### src/rtl/boot_prefetch_if.sv
// Fetch-side and ROM-side signal bundle for the boot prefetcher.
// master = prefetcher, slave = CPU/ROM environment.
interface boot_prefetch_if;
    logic        fetch_redirect;
    logic [14:0] fetch_redirect_addr;
    logic        fetch_valid;
    logic        fetch_ready;
    logic [31:0] fetch_instr;
    logic [14:0] fetch_addr;
    logic        rom_req;
    logic [14:0] rom_addr;
    logic [31:0] rom_rdata;
    logic        rom_ready;

    modport master (
        input  fetch_redirect, fetch_redirect_addr, fetch_ready, rom_rdata, rom_ready,
        output fetch_valid, fetch_instr, fetch_addr, rom_req, rom_addr
    );

    modport slave (
        output fetch_redirect, fetch_redirect_addr, fetch_ready, rom_rdata, rom_ready,
        input  fetch_valid, fetch_instr, fetch_addr, rom_req, rom_addr
    );
endinterface

### src/rtl/boot_prefetch.sv
// Boot ROM instruction prefetcher: credit-limited ROM reads into a DEPTH-entry FIFO.
// Latency: request -> data 1 cycle, data -> fetch_valid 1 cycle (no bypass).
// Backpressure: requests stop once level + in-flight reaches DEPTH; fetch_ready=0 holds the head.
module boot_prefetch #(
    parameter int          DEPTH    = 4,
    parameter logic [14:0] RESET_PC = 15'h0000
) (
    input  logic            clk,
    input  logic            rst_n,
    input  logic            mbist_en,
    output logic [3:0]      pf_level,
    boot_prefetch_if.master bus
);
    localparam int            PW      = (DEPTH > 1) ? $clog2(DEPTH) : 1;
    localparam logic [PW-1:0] LAST    = PW'(DEPTH - 1);
    localparam logic [3:0]    DEPTH_L = 4'(DEPTH);
    localparam logic [14:0]   ALIGN_M = 15'h7FFC;

    typedef enum logic {RUN, HOLD} state_t;

    state_t        state_q;
    logic [14:0]   cpu_pc_q, cpu_pc_d;
    logic [14:0]   issue_pc_q, issue_pc_d;
    logic          inflight_q, drop_q;
    logic [PW-1:0] head_q, head_d, tail_q, tail_d;
    logic [3:0]    level_q, level_d;
    logic [31:0]   mem_q [DEPTH];

    logic          active, flush, push, pop;
    logic [14:0]   redir_pc;

    assign redir_pc = bus.fetch_redirect_addr & ALIGN_M;
    assign active   = (state_q == RUN) && !mbist_en;
    assign flush    = !active || bus.fetch_redirect;

    // rst_n gate keeps rom_req low while reset is held even though the request is combinational.
    assign bus.rom_req     = rst_n && active && !bus.fetch_redirect &&
                             ((level_q + 4'(inflight_q)) < DEPTH_L);
    assign bus.rom_addr    = issue_pc_q;
    assign bus.fetch_valid = (level_q != 4'd0) && !flush;
    assign bus.fetch_instr = bus.fetch_valid ? mem_q[head_q] : 32'h0;
    assign bus.fetch_addr  = cpu_pc_q;
    assign pf_level        = level_q;

    assign push = bus.rom_ready && inflight_q && !drop_q && !flush;
    assign pop  = bus.fetch_valid && bus.fetch_ready;

    always_comb begin
        head_d  = head_q;
        tail_d  = tail_q;
        level_d = level_q;
        if (flush) begin
            head_d  = '0;
            tail_d  = '0;
            level_d = 4'd0;
        end else begin
            if (push) tail_d = (tail_q == LAST) ? '0 : tail_q + PW'(1);
            if (pop)  head_d = (head_q == LAST) ? '0 : head_q + PW'(1);
            level_d = level_q + 4'(push) - 4'(pop);
        end

        cpu_pc_d = cpu_pc_q;
        if (bus.fetch_redirect) cpu_pc_d = redir_pc;
        else if (pop)           cpu_pc_d = cpu_pc_q + 15'd4;

        // While suspended the issue pointer shadows cpu_pc so resume restarts at the next undelivered word.
        issue_pc_d = issue_pc_q;
        if (!active)                 issue_pc_d = cpu_pc_d;
        else if (bus.fetch_redirect) issue_pc_d = redir_pc;
        else if (bus.rom_req)        issue_pc_d = issue_pc_q + 15'd4;
    end

    always_ff @(posedge clk or negedge rst_n) begin
        if (!rst_n) begin
            state_q    <= RUN;
            cpu_pc_q   <= RESET_PC & ALIGN_M;
            issue_pc_q <= RESET_PC & ALIGN_M;
            inflight_q <= 1'b0;
            drop_q     <= 1'b0;
            head_q     <= '0;
            tail_q     <= '0;
            level_q    <= 4'd0;
        end else begin
            if (state_q == RUN) begin
                if (mbist_en) state_q <= HOLD;
            end else if (!mbist_en) begin
                state_q <= RUN;
            end
            cpu_pc_q   <= cpu_pc_d;
            issue_pc_q <= issue_pc_d;
            inflight_q <= bus.rom_req;
            drop_q     <= bus.fetch_redirect && active;
            head_q     <= head_d;
            tail_q     <= tail_d;
            level_q    <= level_d;
        end
    end

    always_ff @(posedge clk) begin
        if (push) mem_q[tail_q] <= bus.rom_rdata;
    end
endmodule

### src/flat_wrapper.sv
// flat-port wrapper written by rule: the top's interface ports become plain ports
module boot_prefetch_flat 
#(
    parameter int          DEPTH    = 4,
    parameter logic [14:0] RESET_PC = 15'h0000
)
  (clk, rst_n, mbist_en, pf_level, bus_fetch_redirect, bus_fetch_redirect_addr, bus_fetch_ready, bus_rom_rdata, bus_rom_ready, bus_fetch_valid, bus_fetch_instr, bus_fetch_addr, bus_rom_req, bus_rom_addr);
  boot_prefetch_if bus_i ();
  input  logic clk;
  input  logic rst_n;
  input  logic mbist_en;
  output logic [3:0] pf_level;
  input wire logic [$bits(bus_i.fetch_redirect)-1:0] bus_fetch_redirect;
  input wire logic [$bits(bus_i.fetch_redirect_addr)-1:0] bus_fetch_redirect_addr;
  input wire logic [$bits(bus_i.fetch_ready)-1:0] bus_fetch_ready;
  input wire logic [$bits(bus_i.rom_rdata)-1:0] bus_rom_rdata;
  input wire logic [$bits(bus_i.rom_ready)-1:0] bus_rom_ready;
  output wire logic [$bits(bus_i.fetch_valid)-1:0] bus_fetch_valid;
  output wire logic [$bits(bus_i.fetch_instr)-1:0] bus_fetch_instr;
  output wire logic [$bits(bus_i.fetch_addr)-1:0] bus_fetch_addr;
  output wire logic [$bits(bus_i.rom_req)-1:0] bus_rom_req;
  output wire logic [$bits(bus_i.rom_addr)-1:0] bus_rom_addr;
  assign bus_i.fetch_redirect = bus_fetch_redirect;
  assign bus_i.fetch_redirect_addr = bus_fetch_redirect_addr;
  assign bus_i.fetch_ready = bus_fetch_ready;
  assign bus_i.rom_rdata = bus_rom_rdata;
  assign bus_i.rom_ready = bus_rom_ready;
  assign bus_fetch_valid = bus_i.fetch_valid;
  assign bus_fetch_instr = bus_i.fetch_instr;
  assign bus_fetch_addr = bus_i.fetch_addr;
  assign bus_rom_req = bus_i.rom_req;
  assign bus_rom_addr = bus_i.rom_addr;
  boot_prefetch #(.DEPTH(DEPTH), .RESET_PC(RESET_PC)) u_core (.clk(clk), .rst_n(rst_n), .mbist_en(mbist_en), .pf_level(pf_level), .bus(bus_i));
endmodule
### config.mk
export PLATFORM = sky130hd
export DESIGN_NAME = boot_prefetch_flat
export DESIGN_NICKNAME = d
export VERILOG_FILES = /design/src/rtl/boot_prefetch_if.sv /design/src/rtl/boot_prefetch.sv /design/src/flat_wrapper.sv
export SDC_FILE = /design/constraint.sdc
export NUM_CORES = 1
export LEC_CHECK = 0
export ABC_AREA = 1
export BUFFER_PORTS_ARGS = -buffer_cell sky130_fd_sc_hd__buf_4
export CAP_MARGIN = 20
export CELL_PAD_IN_SITES_DETAIL_PLACEMENT = 1
export CELL_PAD_IN_SITES_GLOBAL_PLACEMENT = 2
export CORE_MARGIN = 2
export CORE_UTILIZATION = 39
export DETAILED_ROUTE_END_ITERATION = 10
export PLACE_DENSITY_LB_ADDON = 0.1
export SLEW_MARGIN = 20
export SYNTH_ARGS = -nofsm -noshare
export SYNTH_HDL_FRONTEND = slang
export SYNTH_SLANG_ARGS = --single-unit
### constraint.sdc
create_clock -name clk -period 4.4 [get_ports clk]
set_clock_uncertainty 0.05 [all_clocks]
set_input_delay 0.88 -clock clk [delete_from_list [all_inputs] [get_ports clk]]
set_output_delay 0.88 -clock clk [all_outputs]
set_load 0.02 [all_outputs]
# Word-level counts from Yosys, hierarchy flattened

Memories as Yosys holds them, arrays and structs flattened.
Index checks and enable logic that the tools add are counted.

Add/subtract/negate cells: 7
$lt $le $gt $ge: 1
Equal/unequal tests: 3
Multiplexer cells: 16
Bitwise operators: 1
Reductions and logical operators: 19

Operators with widths:

| kind                  | count |
|---|---|
| $mux 15               | 5 |
| $mux 32               | 1 |
| $add 15x3->15 const B | 2 |
| $mux 2                | 6 |
| $logic_and 1x1->1     | 10 |
| $add 4x1->4           | 2 |
| $logic_not 1->1       | 5 |
| $add 2x1->2 const B   | 2 |
| $eq 2x2->1 const B    | 2 |
| $lt 4x3->1 const B    | 1 |
| $mux 4                | 1 |
| $reduce_bool 2->1     | 2 |
| $reduce_bool 4->1     | 1 |
| $sub 4x1->4           | 1 |
| $mux 1                | 3 |
| $ne 3x2->1 const B    | 1 |
| $logic_or 1x1->1      | 1 |
| $not 1->1             | 1 |

Register bits after elaboration: 41
Bits in writable memories: 128
Input port bits: 53
Output and inout port bits: 68
Word-level logic and storage cells: 56
Memories: 1

Memories:

| memory       | depth | width | rd ports | clocked after memory_dff | wr ports | line                | RTL |
|---|---|---|---|---|---|---|---|
| u_core.mem_q | 4     | 32    | 1        | 0                        | 1        | boot_prefetch.sv:27 | `logic [31:0] mem_q [DEPTH];` |

# Logic depth before layout (Yosys ltp)

Gate-level depths: netlist of the first run.

Word-level depth: 10
Depth in mapped cells: 13
Depth with buffers taken out: 12

# Worst setup path before layout of the first run

Ideal clock, no wire load.

Kind: input to register
Start: in mbist_en
End: mem u_core.mem_q[3][0] (enable)
Setup time: 0.421 ns
Data arrival time: 2.941 ns
Data required time: 3.929 ns
Setup slack: 0.988 ns
Cell stages on the path: 6
Path buffers: 1
Cells stage by stage: nor2_1 -> nand2_2 -> buf_2 -> nor2_1 -> inv_1 -> nor2_1

Longest elaborated chain between the ends: 8

Ends and longest elaborated chain:

| item                         | line                 | RTL |
|---|---|---|
| from (decl)                  | flat_wrapper.sv:11   | `input logic mbist_en;` |
| $logic_not 1->1              | boot_prefetch.sv:33  | `assign active = (state_q == RUN) && !mbist_en;` |
| $logic_and 1x1->1            | boot_prefetch.sv:33  |  |
| $logic_not 1->1              | boot_prefetch.sv:34  | `assign flush = !active \|\| bus.fetch_redirect;` |
| $logic_or 1x1->1             | boot_prefetch.sv:34  |  |
| $logic_not 1->1              | boot_prefetch.sv:45  | `assign push = bus.rom_ready && inflight_q && !drop_q && !flush;` |
| $logic_and 1x1->1            | boot_prefetch.sv:45  |  |
| $mux 1                       | boot_prefetch.sv:100 | `if (push) mem_q[tail_q] <= bus.rom_rdata;` |
| $mux 1 (implied by the code) | boot_prefetch.sv:100 |  |
| to (decl)                    | boot_prefetch.sv:27  |  |

Every way passes these cells.

# Final worst setup path of the first run

Start: in bus_fetch_redirect
End: out bus_rom_req

Longest elaborated chain between the ends: 3

Ends and longest elaborated chain:

| item                           | line                | RTL |
|---|---|---|
| from (decl)                    | flat_wrapper.sv:13  | `input wire logic [$bits(bus_i.fetch_redirect)-1:0] bus_fetch_redirect;` |
| $logic_not 1->1                | boot_prefetch.sv:37 | `assign bus.rom_req = rst_n && active && !bus.fetch_redirect &&` |
| $logic_and 1x1->1 (2 in a row) | boot_prefetch.sv:37 |  |
| to (decl)                      | flat_wrapper.sv:21  | `output wire logic [$bits(bus_i.rom_req)-1:0] bus_rom_req;` |

Every way passes these cells.

==> impl_metrics.csv, run 1 <==
group,metric,value,unit
run_status,status,"complete, no violations",
logic_synthesis,syn_avg_cell_area,10.3,um^2
worst_setup_path,critPathCaptureType,"primary output",
worst_setup_path,path_class,"input pin to primary output",
cts,post_cts_resized,0,
logic_synthesis,yosysWarnings,0,
timing,fmaxAchievable,289,MHz
job,maxCapViolCount,0,
floorplan,core,18800,um^2
timing,fin_hold_ws,0.465,ns
logic_synthesis,syn_nets,796,
logic_synthesis,synth_ff_type,"edfxtp_1",
cts,root_buffer,"clkbuf_16",
finish,regArea,4870,um^2
floorplan,die_w,143,um
pwr,p_leak,0.00373,uW
worst_setup_path,start_kind,"input pin",
logic_synthesis,synth-edff-count,128,
global_route,antenna_found_initial,0,
worst_setup_path,critPathMaxFanout,21,
logic_synthesis,netlist-cell-type-count,35,
drt,wl_per_cell,18.3,um
timing,worst_slack,0.934,ns
timing,setup_violations,0,
cts,cts_tree,"done",
cts,insertion_delay,0.43,ns
pwr,peakVddDrop,0.265,mV
worst_setup_path,r2r_cells,12,
finish,nNetsFinal,911,
timing,slew_headroom,0.313,
timing,finalHoldViolCount,0,
pwr,p_per_area,394,nW/um^2
worst_hold_path,hold-path-cell-count,2,
finish,fin_cells,1118,
finish,drive_above_1_share,0.216,
placement,placedCellCount,1086,
finish,diodes,0,
cts,clk_pin_slew,0.06,ns
logic_synthesis,seq_area_frac_synth,0.648,
placement,dp_hpwl,13300,um
logic_synthesis,netlist_area,7520,um^2
finish,syn2layout_area_growth,24.7,%
drt,vias,5690,
finish,multi_input_area,2360,um^2
timing,setup_tns,0,ns
logic_synthesis,netlist_instances,730,
timing,slew_violations,0,
drt,drtIter0Drc,313,
cts,cts_buffers,17,
global_route,grt_remaining_overflow,0,
worst_setup_path,critPathArrivalTime,2.54,ns
finish,fill_cells,2066,
drt,wl,20500,um
timing,grt_setup_unrepaired,"no",
logic_synthesis,async_flop_share,0.243,
drt,ant_nets,0,
floorplan,io_pins,121,
timing,fin_crit,3.47,ns
global_route,grt_pass1_wl,32200,um
drt,drc,0,
cts,post-cts-setup-buffers,0,
pwr,totalPowerFinal,3690,uW
floorplan,die_area,20400,um^2
cts,cts.path.max_buffers,2,
global_route,grt_usage,0.209,
floorplan,initial_core_util,0.399,
global_route,grt_max_degree,67,
cts,cts_sinks,169,
cts,ctsHoldBuffers,0,
logic_synthesis,synth-seq-cells,169,
worst_setup_path,cp.required,3.47,ns
timing,tightestPinTransition,1.03,ns
floorplan,die_h,143,um
timing,fin_crit_sh,0.788,
global_route,grt_pass1_vias,6109,
drt,firstDrtPassIters,4,
placement,place.port_buffers,118,
floorplan,std_cell_rows,50,
placement,place_ws,0.940,ns
worst_hold_path,hold_path.class,"register to register",
placement,globalplace.congestion,0.819,
cts,cts_max_level,4,
drt,vias_per_cell,5.09,
==> area by class of cell <==
class                           count  share of cell area
Inverter                           44              0.0182
Sequential cell                   169               0.520
Clock inverter                     14              0.0248
Multi-Input combinational cell    484               0.252
Timing Repair Buffer              129               0.105
Clock buffer                       18              0.0458
Tap cell                          260              0.0347
==> power breakdown <==
group	switching, uW	leakage [uW]	total [uW]	internal [uW]
clock network	652	0.000320	1680	1020
logic	133	0.00174	228	94.5
registers	43.8	0.00167	1790	1740
total	829	0.00373	3690	2860
==> sequential cells by signal, summed over array words and instances, names as in the netlist <==
register and cells:
u_core.bus.fetch_addr 15, u_core.bus.rom_addr 15, u_core.drop_q 1, u_core.head_q 2, u_core.inflight_q 1, u_core.mem_q 128
u_core.pf_level 4, u_core.state_q 1, u_core.tail_q 2
==> cell usage in the layout, fill, tap and decap left out, types with 6 or more instances in the layout <==
master,count
buf_4,128
ha_1,12
inv_1,38
clkbuf_16,17
nor2_1,183
dfrtp_1,40
o21ai_0,76
nand3_1,25
nor2_4,8
edfxtp_1,128
nand2_1,79
nand4_1,6
a21oi_1,58
==> final timing paths <==
kind | startpoint | to | slack [ns]
worst max-delay path | bus_fetch_redirect | bus_rom_req | 0.93
worst min-delay path | u_core.bus.fetch_addr[0]$_DFF_PN0_ | u_core.bus.fetch_addr[0]$_DFF_PN0_ | 0.46
worst max register to register | u_core.state_q$_DFF_PN0_ | u_core.pf_level[3]$_DFF_PN0_ | 1.73
worst min register to register | u_core.bus.fetch_addr[0]$_DFF_PN0_ | u_core.bus.fetch_addr[0]$_DFF_PN0_ | 0.46
max in group asynchronous | rst_n | u_core.head_q[0]$_DFFE_PN0P_ | 3.34
min in group asynchronous | rst_n | u_core.bus.rom_addr[12]$_DFFE_PN0P_ | 0.51
==> critical path, stage by stage <==
cell	delay [ns]
buf_4	0.21
inv_2	0.34
nand2_2	0.30
nor2_1	0.16
nand3_1	0.16
inv_1	0.26
buf_4	0.20
==> synth_stat cells (3+ instances only) <==
library cell | n | area, um^2
dfrtp_1 | 41 | 1030
nand3_1 | 25 | 125
nand3_2 | 3 | 30.0
ha_1 | 12 | 150
o21ai_0 | 76 | 380
nor3_1 | 3 | 15.0
xnor2_1 | 3 | 26.3
inv_1 | 38 | 143
buf_1 | 7 | 26.3
o21bai_1 | 3 | 22.5
a21boi_0 | 3 | 22.5
nor2_1 | 187 | 702
nand2_2 | 4 | 25.0
nor2_4 | 4 | 45.0
nand4_1 | 6 | 37.5
clkbuf_1 | 17 | 63.8
buf_2 | 7 | 35.0
a21oi_1 | 58 | 290
inv_2 | 5 | 18.8
nand2_1 | 79 | 297
xor2_1 | 5 | 43.8
edfxtp_1 | 128 | 3840
==> per-stage QoR <==
step	area (um^2)	utilization
2_1_floorplan	7520	-
3_3_place_gp	8710	0.463
5_1_grt	9370	0.498
4_1_cts	9370	0.498
6_report	9370	0.498
3_5_place_dp	8710	0.463
==> cells by family after synthesis <==
| kind of cell | count (synthesis) | share of synthesized area |
|---|---|---|
| AND/OR/NAND/NOR | 314 | 0.174 |
| flip-flops | 169 | 0.648 |
| AO/OA/AOI/OAI | 148 | 0.103 |
| buffers and inverters | 77 | 0.0418 |
| adder cells (fa/ha/maj) | 13 | 0.0226 |
| XOR/XNOR | 9 | 0.0115 |
==> layer usage <==
| metal | routed length (um) | global-route usage |
|---|---|---|
| met1 | 8950 | 0.260 |
| met2 | 10500 | 0.365 |
| met3 | 751 | 0.0402 |
| met4 | 322 | 0.0709 |
| met5 | 0 | 0 |
Note: power is estimated with default switching activity, not from simulation.
==> run 2: changes to the inputs <==
- CORE_UTILIZATION: 39 -> 36
- clock period: 4.4 -> 3.5 ns (I/O delays scaled with it)
==> run 2 against run 1 <==
  * First-iteration DRC count decreased by 40%
  * Power increased by 18%
  * Worst hold slack got worse by 0.17 ns
  * Worst setup slack got worse by 0.51 ns
  * Highest routed layer unchanged
  * Sequential power increased by 25%
  * Non-clock buffer count increased by 7
  * Die area increased by 8.1%
  * Wire length increased by 0.32%
  * Core utilization decreased by 3.7 points
  * Critical path type is now register to primary output
==> impl_metrics.csv, run 2 (synthesis results as in run 1) <==
group,metric,value,unit
run_status,status,"complete, no violations",
floorplan,std_cell_rows,52,
drt,vias,5644,
timing,grt_setup_unrepaired,"no",
cts,insertion_delay,0.43,ns
finish,top_register,"u_core.mem_q",
finish,syn2layout_area_growth,24.8,%
pwr,switching_share,0.251,
placement,dp_hpwl,13700,um
pwr,power_frac_seq,0.515,
finish,fin_cells,1135,
floorplan,initial_core_util,0.369,
job,maxCapViolCount,0,
worst_setup_path,crit_path_start,"u_core.head_q[1]$_DFFE_PN0P_",
worst_setup_path,crit_path_max_incr_delay,0.78,ns
drt,wl_per_cell,18.1,um
floorplan,die_h,149,um
global_route,grt_usage,0.193,
placement,placedCellCount,1103,
floorplan,die_area,22100,um^2
pwr,pwr-share-clk,0.418,
floorplan,die_w,149,um
finish,diodes,0,
worst_setup_path,start_kind,"register",
pwr,peakVddDrop,0.363,mV
worst_setup_path,critPathArrivalTime,2.33,ns
global_route,grt_max_degree,67,
pwr,comb_power_share,0.067,
cts,cts_sinks,169,
cts,post_cts_resized,0,
drt,firstDrtPassIters,4,
finish,largest_reg_flops,128,
timing,slew_headroom,0.522,
finish,nNetsFinal,918,
cts,cts.path.max_buffers,2,
pwr,p_leak,0.00373,uW
drt,vias_per_cell,4.97,
worst_hold_path,hold_path.class,"input pin to asynchronous set/reset pin",
cts,clk_pin_slew,0.08,ns
global_route,grt_remaining_overflow,0,
pwr,power.internal,3260,uW
worst_setup_path,crit_top_cell,"buf_4",
finish,drive_above_1_share,0.222,
timing,fin_crit,3.08,ns
finish,fill_cells,2251,
timing,finalHoldViolCount,0,
cts,cts_buffers,17,
floorplan,io_pins,121,
drt,drc,0,
drt,ant_nets,0,
worst_setup_path,cp.required,2.75,ns
drt,drtIter0Drc,188,
cts,cts_tree,"done",
worst_setup_path,r2r-start,"u_core.pf_level[2]$_DFF_PN0_",
pwr,p_switching,1090,uW
timing,setup_violations,0,
timing,fin_crit_sh,0.879,
timing,slew_violations,0,
timing,fmaxAchievable,325,MHz
cts,post-cts-setup-buffers,0,
worst_setup_path,worstPathCellList,"inv_1, buf_4, nor2_1, o21ai_0, a21oi_1, buf_4",
global_route,antenna_found_initial,0,
drt,wl,20600,um
floorplan,core,20400,um^2
finish,most-common-layout-cells,"183 x nor2_1, 133 x buf_4, 128 x edfxtp_1",
global_route,grt_pass1_wl,32500,um
placement,place.port_buffers,118,
placement,globalplace.congestion,0.760,
worst_setup_path,critPathMaxFanout,16,
worst_setup_path,path_class,"register to primary output",
cts,root_buffer,"clkbuf_16",
worst_setup_path,critPathCaptureType,"primary output",
timing,setup_tns,0,ns
cts,ctsHoldBuffers,0,
timing,tightestPinTransition,0.717,ns
finish,layout_commonest_cell,"nor2_1",
cts,cts_max_level,4,
global_route,grt_pass1_vias,6185,
pwr,p_per_area,465,nW/um^2
worst_setup_path,slowest_stage,"dfrtp_1",
## run 2: power groups by stage
stage	Sequential [uW]	Clock, uW	Combinational, uW
3_3_place_gp	2290	0	287
4_1_cts	2240	1860	298
5_1_grt	2250	1940	324
2_1_floorplan	2310	0	97.8
6_report	2240	1820	294
3_5_place_dp	2290	0	296
## run 2: layout make-up
class / count / area, um^2 / share of cell area
tap: 270 / 338 / 0.0360
timing repair buffer: 136 / 1060 / 0.113
sequential: 169 / 4870 / 0.519
clock buffer: 18 / 429 / 0.0457
clock inverter: 14 / 150 / 0.0160
inverter: 44 / 170 / 0.0181
multi-input combinational: 484 / 2360 / 0.252
## run 2: per-stage QoR
stage                     setup WS (ns)  hold slack (ns)  instance area, um^2   util  power, uW
after CTS                         0.372            0.320                 9380  0.461       4400
after detailed placement          0.679            0.450                 8800  0.432       2580
after global placement            0.693            0.439                 8800  0.432       2570
after global routing              0.182            0.332                 9380  0.461       4520
after floorplan                   0.268            0.354                 7520      -       2410
final                             0.424            0.299                 9380  0.461       4360
## run 2: worst paths after layout
kind                            depth (start not counted)  slack, ns                                 end
min in group clk                                        1       0.35            u_core.state_q$_DFF_PN0_
worst min-delay path                                    2       0.30  u_core.bus.rom_addr[8]$_DFFE_PN0P_
worst min register to register                          1       0.47  u_core.bus.rom_addr[0]$_DFFE_PN0P_
max in group asynchronous                               2       2.65        u_core.head_q[0]$_DFFE_PN0P_
worst max-delay path                                    6       0.42                  bus_fetch_instr[2]
worst max register to register                         11       1.08        u_core.pf_level[2]$_DFF_PN0_
## run 2: routing by layer
layer  vias to the layer above  global-route usage  wire, um
li1                       2728                   -         -
met1                      2806               0.239      9010
met2                        96               0.347     10600
met3                        14              0.0371       774
met4                         0              0.0500       204
met5                         -                   0         0
## run 2: critical path: cells and delay by family (launching register included)
kind,cells,cell delay (ns)
flops,1,0.78
buf+inv,3,0.59
compound gates,2,0.39
simple gates,1,0.13
